`config.mk`:
```
export PLATFORM = sky130hd
export DESIGN_NAME = uart_rx_flat
export DESIGN_NICKNAME = d
export VERILOG_FILES = /design/src/rtl/uart_rx_pkg.sv /design/src/rtl/uart_rx_if.sv /design/src/rtl/uart_rx_sync_ff.sv /design/src/rtl/uart_rx.sv /design/src/flat_wrapper.sv
export SDC_FILE = /design/constraint.sdc
export NUM_CORES = 1
export LEC_CHECK = 0
export CAP_MARGIN = 40
export CORE_UTILIZATION = 45
export CTS_CLUSTER_SIZE = 8
export DETAILED_ROUTE_END_ITERATION = 10
export PLACE_DENSITY = 0.7
export REMOVE_ABC_BUFFERS = 1
export SLEW_MARGIN = 0
export SYNTH_ARGS = -nofsm -noshare
export SYNTH_HDL_FRONTEND = slang
export SYNTH_SLANG_ARGS = --single-unit
export TNS_END_PERCENT = 100
```
`constraint.sdc`:
```
create_clock -name clk -period 2.3 [get_ports clk]
set_input_delay 0.575 -clock clk [delete_from_list [all_inputs] [get_ports clk]]
set_output_delay 0.575 -clock clk [all_outputs]
set_load 0.1 [all_outputs]
```
`src/rtl/uart_rx_pkg.sv`:
```
// rtl/uart_rx_pkg.sv - shared baud codes, bit-period divisors and receiver state type
package uart_rx_pkg;

  localparam int unsigned DIV_W = 13;

  localparam logic [2:0] BAUD_9600   = 3'd0;
  localparam logic [2:0] BAUD_19200  = 3'd1;
  localparam logic [2:0] BAUD_38400  = 3'd2;
  localparam logic [2:0] BAUD_57600  = 3'd3;
  localparam logic [2:0] BAUD_115200 = 3'd4;

  // Divisor N: one bit lasts N+1 cycles of the 50 MHz clock.
  localparam logic [DIV_W-1:0] DIV_9600    = 13'd5207;
  localparam logic [DIV_W-1:0] DIV_19200   = 13'd2603;
  localparam logic [DIV_W-1:0] DIV_38400   = 13'd1301;
  localparam logic [DIV_W-1:0] DIV_57600   = 13'd867;
  localparam logic [DIV_W-1:0] DIV_115200  = 13'd433;
  localparam logic [DIV_W-1:0] DIV_DEFAULT = DIV_9600;

  typedef enum logic [2:0] {
    ST_IDLE,
    ST_START,
    ST_DATA,
    ST_STOP,
    ST_BREAK
  } rx_state_e;

  function automatic logic [DIV_W-1:0] baud_divisor(input logic [2:0] code);
    case (code)
      BAUD_9600:   baud_divisor = DIV_9600;
      BAUD_19200:  baud_divisor = DIV_19200;
      BAUD_38400:  baud_divisor = DIV_38400;
      BAUD_57600:  baud_divisor = DIV_57600;
      BAUD_115200: baud_divisor = DIV_115200;
      default:     baud_divisor = DIV_DEFAULT;
    endcase
  endfunction

endpackage

```
`src/rtl/uart_rx_if.sv`:
```
// rtl/uart_rx_if.sv - receiver line, baud select and received-byte signals
interface uart_rx_if;
  logic [2:0] baudRate;
  logic       io_rx;
  logic [7:0] rxByte;
  logic       rxValid;
  logic       rxFrameErr;
  logic       rxBusy;

  modport slave (
    input  baudRate, io_rx,
    output rxByte, rxValid, rxFrameErr, rxBusy
  );

  modport master (
    output baudRate, io_rx,
    input  rxByte, rxValid, rxFrameErr, rxBusy
  );
endinterface

```
`src/rtl/uart_rx_sync_ff.sv`:
```
// rtl/uart_rx_sync_ff.sv - SYNC_STAGES flop chain for an async input, preset to 1
module sync_ff #(
  parameter int SYNC_STAGES = 2
) (
  input  logic clk,
  input  logic nRst,
  input  logic d,
  output logic q
);

  logic [SYNC_STAGES-1:0] sync_q;
  logic [SYNC_STAGES-1:0] sync_d;

  always_comb begin
    sync_d = {sync_q[SYNC_STAGES-2:0], d};
  end

  always_ff @(posedge clk or negedge nRst) begin
    if (!nRst) begin
      sync_q <= '1;
    end else begin
      sync_q <= sync_d;
    end
  end

  assign q = sync_q[SYNC_STAGES-1];

endmodule

```
`src/rtl/uart_rx.sv`:
```
// rtl/uart_rx.sv - 8N1 UART receiver, LSB first, mid-bit sampling
module uart_rx
  import uart_rx_pkg::*;
#(
  parameter int SYNC_STAGES = 2
) (
  input logic      clk,
  input logic      nRst,
  uart_rx_if.slave bus
);

  localparam int SETTLE_W = $clog2(SYNC_STAGES + 1);
  localparam logic [SETTLE_W-1:0] SETTLE_DONE = SETTLE_W'(SYNC_STAGES);

  logic             rxs;
  logic             start_edge;
  logic             settled;
  logic [DIV_W-1:0] half_bit;

  rx_state_e        state_q, state_d;
  logic [DIV_W-1:0] cnt_q, cnt_d;
  logic [DIV_W-1:0] div_q, div_d;
  logic [2:0]       bit_idx_q, bit_idx_d;
  logic [7:0]       shift_q, shift_d;
  logic [7:0]       rx_byte_q, rx_byte_d;
  logic             rx_valid_q, rx_valid_d;
  logic             rx_frame_err_q, rx_frame_err_d;
  logic             rx_busy_q, rx_busy_d;
  logic             rxs_prev_q, rxs_prev_d;
  logic [SETTLE_W-1:0] settle_q, settle_d;

  sync_ff #(.SYNC_STAGES(SYNC_STAGES)) u_sync (
    .clk  (clk),
    .nRst (nRst),
    .d    (bus.io_rx),
    .q    (rxs)
  );

  // The edge register is held at 0 until the preset ones have flushed out of
  // the synchroniser, so a line that is already low after reset is not a start.
  assign settled    = (settle_q == SETTLE_DONE);
  assign start_edge = rxs_prev_q & ~rxs;
  assign half_bit   = div_q >> 1;

  always_comb begin
    settle_d       = settled ? settle_q : settle_q + 1'b1;
    rxs_prev_d     = settled ? rxs : 1'b0;
    state_d        = state_q;
    cnt_d          = (state_q == ST_IDLE) ? '0 : cnt_q + 13'd1;
    div_d          = div_q;
    bit_idx_d      = bit_idx_q;
    shift_d        = shift_q;
    rx_byte_d      = rx_byte_q;
    rx_valid_d     = 1'b0;
    rx_frame_err_d = 1'b0;

    case (state_q)
      ST_IDLE: begin
        if (start_edge) begin
          div_d   = baud_divisor(bus.baudRate);
          state_d = ST_START;
          cnt_d   = '0;
        end
      end
      ST_START: begin
        if (cnt_q == half_bit) begin
          cnt_d     = '0;
          bit_idx_d = 3'd0;
          state_d   = rxs ? ST_IDLE : ST_DATA;
        end
      end
      ST_DATA: begin
        if (cnt_q == div_q) begin
          cnt_d     = '0;
          shift_d   = {rxs, shift_q[7:1]};
          bit_idx_d = bit_idx_q + 3'd1;
          if (bit_idx_q == 3'd7) begin
            state_d = ST_STOP;
          end
        end
      end
      ST_STOP: begin
        if (cnt_q == div_q) begin
          cnt_d = '0;
          if (rxs) begin
            rx_byte_d  = shift_q;
            rx_valid_d = 1'b1;
            state_d    = ST_IDLE;
          end else begin
            rx_frame_err_d = 1'b1;
            state_d        = ST_BREAK;
          end
        end
      end
      ST_BREAK: begin
        if (rxs) begin
          cnt_d   = '0;
          state_d = ST_IDLE;
        end
      end
      default: begin
        cnt_d   = '0;
        state_d = ST_IDLE;
      end
    endcase

    rx_busy_d = (state_d != ST_IDLE);
  end

  always_ff @(posedge clk or negedge nRst) begin
    if (!nRst) begin
      state_q        <= ST_IDLE;
      cnt_q          <= '0;
      div_q          <= DIV_DEFAULT;
      bit_idx_q      <= '0;
      shift_q        <= '0;
      rx_byte_q      <= '0;
      rx_valid_q     <= 1'b0;
      rx_frame_err_q <= 1'b0;
      rx_busy_q      <= 1'b0;
      rxs_prev_q     <= 1'b0;
      settle_q       <= '0;
    end else begin
      state_q        <= state_d;
      cnt_q          <= cnt_d;
      div_q          <= div_d;
      bit_idx_q      <= bit_idx_d;
      shift_q        <= shift_d;
      rx_byte_q      <= rx_byte_d;
      rx_valid_q     <= rx_valid_d;
      rx_frame_err_q <= rx_frame_err_d;
      rx_busy_q      <= rx_busy_d;
      rxs_prev_q     <= rxs_prev_d;
      settle_q       <= settle_d;
    end
  end

  assign bus.rxByte     = rx_byte_q;
  assign bus.rxValid    = rx_valid_q;
  assign bus.rxFrameErr = rx_frame_err_q;
  assign bus.rxBusy     = rx_busy_q;

endmodule

```
`src/flat_wrapper.sv`:
```
// flat-port wrapper written by rule: the top's interface ports become plain ports
module uart_rx_flat import uart_rx_pkg::*;
#(
  parameter int SYNC_STAGES = 2
)
  (clk, nRst, bus_baudRate, bus_io_rx, bus_rxByte, bus_rxValid, bus_rxFrameErr, bus_rxBusy);
  uart_rx_if bus_i ();
  input logic clk;
  input logic nRst;
  input wire logic [$bits(bus_i.baudRate)-1:0] bus_baudRate;
  input wire logic [$bits(bus_i.io_rx)-1:0] bus_io_rx;
  output wire logic [$bits(bus_i.rxByte)-1:0] bus_rxByte;
  output wire logic [$bits(bus_i.rxValid)-1:0] bus_rxValid;
  output wire logic [$bits(bus_i.rxFrameErr)-1:0] bus_rxFrameErr;
  output wire logic [$bits(bus_i.rxBusy)-1:0] bus_rxBusy;
  assign bus_i.baudRate = bus_baudRate;
  assign bus_i.io_rx = bus_io_rx;
  assign bus_rxByte = bus_i.rxByte;
  assign bus_rxValid = bus_i.rxValid;
  assign bus_rxFrameErr = bus_i.rxFrameErr;
  assign bus_rxBusy = bus_i.rxBusy;
  uart_rx #(.SYNC_STAGES(SYNC_STAGES)) u_core (.clk(clk), .nRst(nRst), .bus(bus_i));
endmodule
```
Yosys cells after proc, flatten, opt, wreduce, memory -nomap -nowiden
Cells that the tools add are included.

Output and inout port bits: 11. Input bits: 6. Word-level logic and storage cells: 65. Register bits after elaboration: 56. Memories: 0. Latch bits: 0. Memory bits (writable): 0. ROM bits: 0.

Muxes and demuxes: 26. Equal/unequal tests: 14. Reductions and logical operators: 8. Bitwise operators: 2. Magnitude comparators: 0. $mul: 0. Divide/modulo/power cells: 0. Add/sub/neg operators: 3. Shifts and indexed selects: 0.

Operators by type and width (count): $pmux 13 s4 (2); $mux 13 (5); $mux 3 (9); $pmux 3 s5 (1); $add 13x1->13 const B (1); $eq 13x12->1 (1); $eq 13x13->1 (1); $eq 3x2->1 const B (4); $eq 3x3->1 const B (3); $mux 1 (7); $eq 3x1->1 const B (2); $pmux 3 s2 (1); $reduce_and 3->1 (2); $ne 2x1->1 const B (2); $reduce_and 2->1 (2); $add 3x1->3 const B (1); $logic_not 3->1 (1); $reduce_bool 3->1 (1); $add 2x1->2 const B (1); $eq 2x2->1 const B (1); $mux 2 (1); $reduce_bool 2->1 (1); $reduce_or 2->1 (1); $and 1x1->1 (1); $not 1->1 (1).

Depth between registers and ports, before layout
Gate-level depths: netlist (run 1).

Depth in word-level cells: 5. Depth in mapped cells: 7. Gate-level depth less buffers: 6.

Hierarchy
From an unflattened synthesis (run 1), not the netlist that was laid out.

Cells, all modules: 236. Area, all modules: 2610.0 µm².

Modules (own cells, without submodules): uart_rx (area an instance 2557.5 µm², sequential area each 1282.5 µm², cells an instance 234, times used 1); sync_ff (area an instance 52.6 µm², sequential area each 52.6 µm², cells an instance 2, times used 1).

Least setup slack after synthesis (run 1)
Ideal clock, no wire load.

Path kind: flip-flop to flip-flop. From: reg u_core.div_q[12]. To: reg u_core.rx_byte_q[0] (netlist: u_core.bus.rxByte[0]). Setup slack: 506 ps. Cell stages (with the launch flop): 6. Arrival time: 1666 ps. Library setup time: 128 ps. Buffers on the path: 0. Clock period less this slack: 1794 ps. Data required time: 2172 ps. Cells stage by stage: dfstp_2 > xnor2_1 > nand4_1 > nor4_4 > nand3_4 > mux2_1.

Longest elaborated chain between the ends: 2.

Ends and longest elaborated chain: start: declaration (RTL line uart_rx.sv:22) `logic [DIV_W-1:0] div_q, div_d;`; start signal: assignment (RTL line uart_rx.sv:126) `div_q <= div_d;`; $eq 13x13->1 (RTL line uart_rx.sv:83) `if (cnt_q == div_q) begin`; $reduce_and 3->1 (no source line); end signal: assignment (RTL line uart_rx.sv:129) `rx_byte_q <= rx_byte_d;`; end: declaration (RTL line uart_rx.sv:25) `logic [7:0] rx_byte_q, rx_byte_d;`.

No other way between the ends. A chain may end at the register's enable or synchronous reset.

Worst setup path in the final report (run 1)
Ends and elaborated chain as after synthesis.

==> results.toml, run 1 <==
[routing]
route.vias.total = 1746
drc = 0
firstDrtPassIters = 4
drt_iter0_markers = 91
wl_mm = 4.79
detail-route-antenna-nets = 0
vias_per_cell = 5.32
wl_per_cell_um = 14.6

[sta]
hold_ws_ns = 0.232
setup_viol = 0
relSlewSlack = 0.639
tightest_slew_ns = 0.541
slew_viol_final = 0
rsz0062_at_grt = "no"
fin_ws_ns = 0.318
fin_skew_ns = 0.00519
finalHoldViolations = 0
min_period_ns = 1.98
fin_crit_sh = 0.862
clock.fmax_mhz = 504
totalNegativeSetupSlack_ns = 0

[logic_synthesis]
synth_area_um2 = 2610
ys_types = 45
async_flop_share = 1.00
synth_seq_cells = 53
synth_commonest_cells = "dfrtp_1 (46), nand2_1 (17), xor2_1 (17)"
syn_inst = 233
synth_edf_count = 0
yosysTopAreaCell = "dfrtp_1"
seq_area_frac_synth = 0.511
synth_ff_type = "dfrtp_1"
synthTopCellsByArea = "dfrtp_1 (44%), dfstp_2 (7.0%), mux2_2 (6.9%), xor2_1 (5.7%), xnor2_1 (4.7%)"
syn-mean-instance-area_um2 = 11.2
ys_warn_count = 0
yosys.area.top_type_share = 0.441
yosysMostFrequentCell = "dfrtp_1"

[worst_hold_path]
min_path_type = "input port to asynchronous set/reset pin"

[cts]
cts_buffer_depth = 2
cts.htree.levels = 2
cts_tree = "yes"
numCtsBuffers = 5
cts_hold_repair.buffers = 0
cts_resized = 0
cts_sinks = 53
clk_latency_ns = 0.31
post_cts_buffers = 0
clk_pin_slew_worst_paths_ns = 0.10
root_buffer = "clkbuf_8"

[placement]
hpwl_mm = 3.58
portBuffers = 16
gp_congestion = 0.937
placedCellCount = 320
dp_slack_ns = 0.332

[power_and_ir_drop]
power.switching_mw = 0.964
swShare = 0.365
p_int_mw = 1.68
pwr-share-seq = 0.497
pwr-share-comb = 0.296
pwr-share-clk = 0.207
power_density_nw_per_um2 = 893
vdd_drop_max_v = 0.000477
p_leak_nw = 1.38

[worst_setup_path]
crit_type = "flip-flop to flip-flop"
rrSetupSlack_ns = 0.32
critPathMaxStageDelay_ns = 0.57
crit_chain = "xnor2_1, nand4_1, nor4_4, nand3_4, mux2_1"
reg2reg_depth = 5
crit_slowest_cell = "dfstp_2"
worst_r2r_endpoint = "u_core.bus.rxByte[0]"
crit_buf_inv = 0
path_max_fanout = 8
crit_path_start = "u_core.div_q[12]"
reg2reg_from = "u_core.div_q[12]"
start_kind = "flip-flop"
crit_family = "simple AND/OR/NAND/NOR gates"
cp-endpoint = "u_core.bus.rxByte[0]"
cp.depth = 5
required_ns = 2.50
endpoint_kind = "flip-flop"
cp.arrival_ns = 2.19

[die]
die-area_um2 = 6110
die_x_um = 78.2
pin_count = 17
die_h_um = 78.2
core_um2 = 5540
row_count = 27
initial_core_util = 0.471

[final_layout]
fin_util = 0.533
fin_nets = 265
drive_gt1_frac = 0.234
stdcell_count = 328
antenna_cells_inserted = 0
fillers = 521
syn_to_final_growth_pct = 13.2

[global_routing]
grt_max_degree = 32
grt_pass1_vias = 1693
antenna_found_initial = 0
grt_usage = 0.179
overflow = 0
grt_pass1_wl_mm = 8.48

[run_status]
status = "complete, no violations"

[run]
cap_violations = 0
==> state kept, by name, indices dropped and copies added (netlist names) <==
signal,count
u_core.cnt_q,13
u_core.div_q,10
u_core.bus.rxByte,8
u_core.u_sync.sync_q,2
u_core.bus.rxValid,1
u_core.settle_q,2
u_core.bus.rxBusy,1
u_core.bit_idx_q,3
u_core.rxs_prev_q,1
u_core.shift_q,8
u_core.state_q,3
u_core.bus.rxFrameErr,1
==> through the flow <==
step	instance area (um^2)	power (mW)
2_1_floorplan	2570	1.87
3_3_place_gp	2860	2.09
3_5_place_dp	2860	2.11
4_1_cts	2960	2.67
5_1_grt	2960	2.81
6_report	2960	2.64
==> power by group through the flow <==
stage	sequential, mW	combinational, mW	clock, mW
global route	1.34	0.872	0.606
finish	1.31	0.782	0.546
floorplan	1.32	0.548	0
detailed placement	1.33	0.787	0
CTS	1.31	0.789	0.569
global placement	1.32	0.772	0
==> worst register-to-register path: stages, from the launching register on <==
cell	delay [ns]
dfstp_2	0.57
xnor2_1	0.16
nand4_1	0.25
nor4_4	0.37
nand3_4	0.19
mux2_1	0.34
==> cells by family (layout without fill, tap and decap cells) <==
| kind of cell | after synthesis | in the layout | share of synthesized area |
|---|---|---|---|
| flip-flops | 53 | 53 | 0.511 |
| adder cells (fa/ha/maj) | 4 | 4 | 0.0192 |
| buffers and inverters | 17 | 40 | 0.0273 |
| AND/OR/NAND/NOR | 72 | 72 | 0.167 |
| AO/OA/AOI/OAI | 37 | 37 | 0.0877 |
| XOR/XNOR | 32 | 32 | 0.110 |
| multiplexers | 18 | 18 | 0.0771 |
==> worst min path at each step <==
stage	depth (start not counted)	to	startpoint
2_1_floorplan	0	u_core.bit_idx_q[0]	nRst
3_3_place_gp	0	u_core.u_sync.sync_q[1]	u_core.u_sync.sync_q[0]
3_5_place_dp	0	u_core.u_sync.sync_q[1]	u_core.u_sync.sync_q[0]
4_1_cts	1	u_core.bus.rxByte[0]	nRst
5_1_grt	1	u_core.bus.rxByte[0]	nRst
6_report	1	u_core.bus.rxByte[0]	nRst
==> area by class of cell <==
cell class / count / area (um^2) / area share
timing repair buffer: 24 / 200 / 0.0677
clock buffer: 5 / 68.8 / 0.0233
inverter: 8 / 30.0 / 0.0102
tap: 72 / 90.1 / 0.0305
clock inverter: 3 / 26.3 / 0.00889
sequential: 53 / 1340 / 0.452
multi-input combinational: 163 / 1200 / 0.408
==> placed cells by master (no fill, tap or decap), types with 2 or more instances in the layout <==
| cell | n |
|---|---|
| dfrtp_1 | 46 |
| nand2b_1 | 4 |
| clkbuf_8 | 5 |
| mux2_2 | 16 |
| nand3_1 | 11 |
| nand2_1 | 17 |
| a31oi_1 | 3 |
| ha_1 | 4 |
| xnor2_1 | 14 |
| and3_1 | 6 |
| o211ai_1 | 2 |
| a32oi_1 | 2 |
| clkdlybuf4s50_1 | 4 |
| nand4_1 | 4 |
| nor4_1 | 4 |
| clkinvlp_4 | 2 |
| dfstp_2 | 7 |
| buf_4 | 18 |
| a21oi_1 | 14 |
| nor2_1 | 8 |
| and2_1 | 4 |
| nor4_4 | 2 |
| inv_1 | 8 |
| o21ai_0 | 9 |
| xor2_1 | 17 |
| nor3_1 | 3 |
==> per-layer routing <==
layer / global-route usage / share of wire / up-vias
met3: 0.0372 / 0.030 / 8
met1: 0.275 / 0.52 / 849
met4: 0.0648 / 0.017 / 0
met5: 0 / 0 / -
met2: 0.248 / 0.44 / 28
li1: - / - / 861
Power figures use the tool's default switching activity.
==> inputs of run 2 (changes only) <==
CORE_UTILIZATION = 30   (was 45)
PLACE_DENSITY = 0.53   (was 0.7)
==> run 2 against run 1 <==
Effect of this change:
- worst setup slack about the same
- combinational power is 3.1% lower
- sequential power is essentially flat
- register-to-register slack barely moved
- worst hold slack got worse by 0.0052 ns
- global-route usage is 6.0 points lower
- final cell count increased by 10%
- clock power increased by 2%
- sequential share of layout area decreased by 0.62 points
- count of clock-buffer cells in the layout did not move
- final area increased by 1.4%
- non-clock buffer count unchanged
- largest power group unchanged
- highest routed layer unchanged
==> results.toml, run 2 (synthesis results as in run 1) <==
[run_status]
status = "complete, no violations"

[routing]
firstDrtPassIters = 4
wl_per_cell_um = 13.3
vias_per_cell = 4.76
drc = 0
wl_mm = 4.79
drt_iter0_markers = 80
route.vias.total = 1720
detail-route-antenna-nets = 0

[global_routing]
antenna_found_initial = 0
grt_usage = 0.119
grt_max_degree = 54
overflow = 0
grt_pass1_wl_mm = 8.23
grt_pass1_vias = 1653

[cts]
cts_buffer_depth = 2
numCtsBuffers = 5
cts_tree = "yes"
clk_latency_ns = 0.31
cts_resized = 0
root_buffer = "clkbuf_8"
cts_sinks = 53
post_cts_buffers = 0
cts_hold_repair.buffers = 0
cts.htree.levels = 2
clk_pin_slew_worst_paths_ns = 0.10

[placement]
hpwl_mm = 3.57
dp_slack_ns = 0.315
gp_congestion = 0.837
placedCellCount = 353
portBuffers = 16

[die]
pin_count = 17
row_count = 33
core_um2 = 8300
initial_core_util = 0.315
die-area_um2 = 9080
die_x_um = 95.3
die_h_um = 95.3

[worst_setup_path]
cp.arrival_ns = 2.18
reg2reg_from = "u_core.div_q[12]"
crit_path_start = "u_core.div_q[12]"
crit_type = "flip-flop to flip-flop"
reg2reg_depth = 5
endpoint_kind = "flip-flop"
cp-endpoint = "u_core.bus.rxByte[0]"
start_kind = "flip-flop"
path_max_fanout = 8
required_ns = 2.50
rrSetupSlack_ns = 0.32
worst_r2r_endpoint = "u_core.bus.rxByte[0]"

[final_layout]
final_cell_mix = "dfrtp_1 (46), buf_4 (18), xor2_1 (17), nand2_1 (17), mux2_2 (16)"
drive_gt1_frac = 0.234
fin_nets = 265
largest_register = "u_core.cnt_q"
syn_to_final_growth_pct = 14.8
stdcell_count = 361
largest_reg_flops = 13
fillers = 810
antenna_cells_inserted = 0
largestRegisters = "u_core.cnt_q x13, u_core.div_q x10"
final_common_cell = "dfrtp_1"

[sta]
tightest_slew_ns = 0.457
hold_ws_ns = 0.227
fin_skew_ns = 0.00992
clock.fmax_mhz = 504
finalHoldViolations = 0
totalNegativeSetupSlack_ns = 0
min_period_ns = 1.98
fin_crit_sh = 0.862
relSlewSlack = 0.693
slew_viol_final = 0
setup_viol = 0
fin_ws_ns = 0.317
rsz0062_at_grt = "no"

[power_and_ir_drop]
power_density_nw_per_um2 = 877
p_leak_nw = 1.39
vdd_drop_max_v = 0.000413

[worst_hold_path]
min_path_type = "input port to asynchronous set/reset pin"

[run]
cap_violations = 0
## run 2: metal layers
layer  GRT usage  vias to the layer above  part of all wire  wire [um]
met5           0                        -                 0          0
met4      0.0492                        0             0.014         67
met3      0.0215                        4             0.030        145
met2       0.177                       24              0.45       2140
met1       0.169                      833              0.51       2440
li1            -                      859                 -          -
## run 2: through the flow
step	area (um^2)	utilization	power, mW
2_1_floorplan	2570	-	1.87
3_3_place_gp	2900	0.350	2.10
3_5_place_dp	2900	0.350	2.10
4_1_cts	3000	0.361	2.67
5_1_grt	3000	0.361	2.81
6_report	3000	0.361	2.63
## run 2: report_power, final
part           switching (mW)  internal, mW  total [mW]  leakage, nW
sequential              0.206          1.11        1.31        0.687
combinational           0.423         0.336       0.758        0.653
clock                   0.329         0.227       0.555       0.0495
## run 2: area by class of cell
class / instances / area, um^2 / area share
Sequential cell: 53 / 1340 / 0.446
Timing Repair Buffer: 24 / 200 / 0.0668
Inverter: 8 / 30.0 / 0.0100
Clock buffer: 5 / 68.8 / 0.0230
Clock inverter: 3 / 26.3 / 0.00877
Tap cell: 105 / 131 / 0.0438
Multi-Input combinational cell: 163 / 1200 / 0.402
## run 2: how the worst min path moves through the flow
stage / start / to / slack [ns] / depth (start not counted)
after floorplan: nRst / u_core.bit_idx_q[0] / 0.28 / 0
after global placement: u_core.u_sync.sync_q[0] / u_core.u_sync.sync_q[1] / 0.35 / 0
after detailed placement: u_core.u_sync.sync_q[0] / u_core.u_sync.sync_q[1] / 0.35 / 0
after CTS: nRst / u_core.settle_q[0] / 0.24 / 2
after global routing: nRst / u_core.settle_q[0] / 0.25 / 2
final: nRst / u_core.cnt_q[11] / 0.23 / 2
## run 2: worst max-delay path: stages (launching register included)
cell,delay [ns]
dfstp_2,0.57
xnor2_1,0.16
nand4_1,0.24
nor4_4,0.36
nand3_4,0.19
mux2_1,0.36
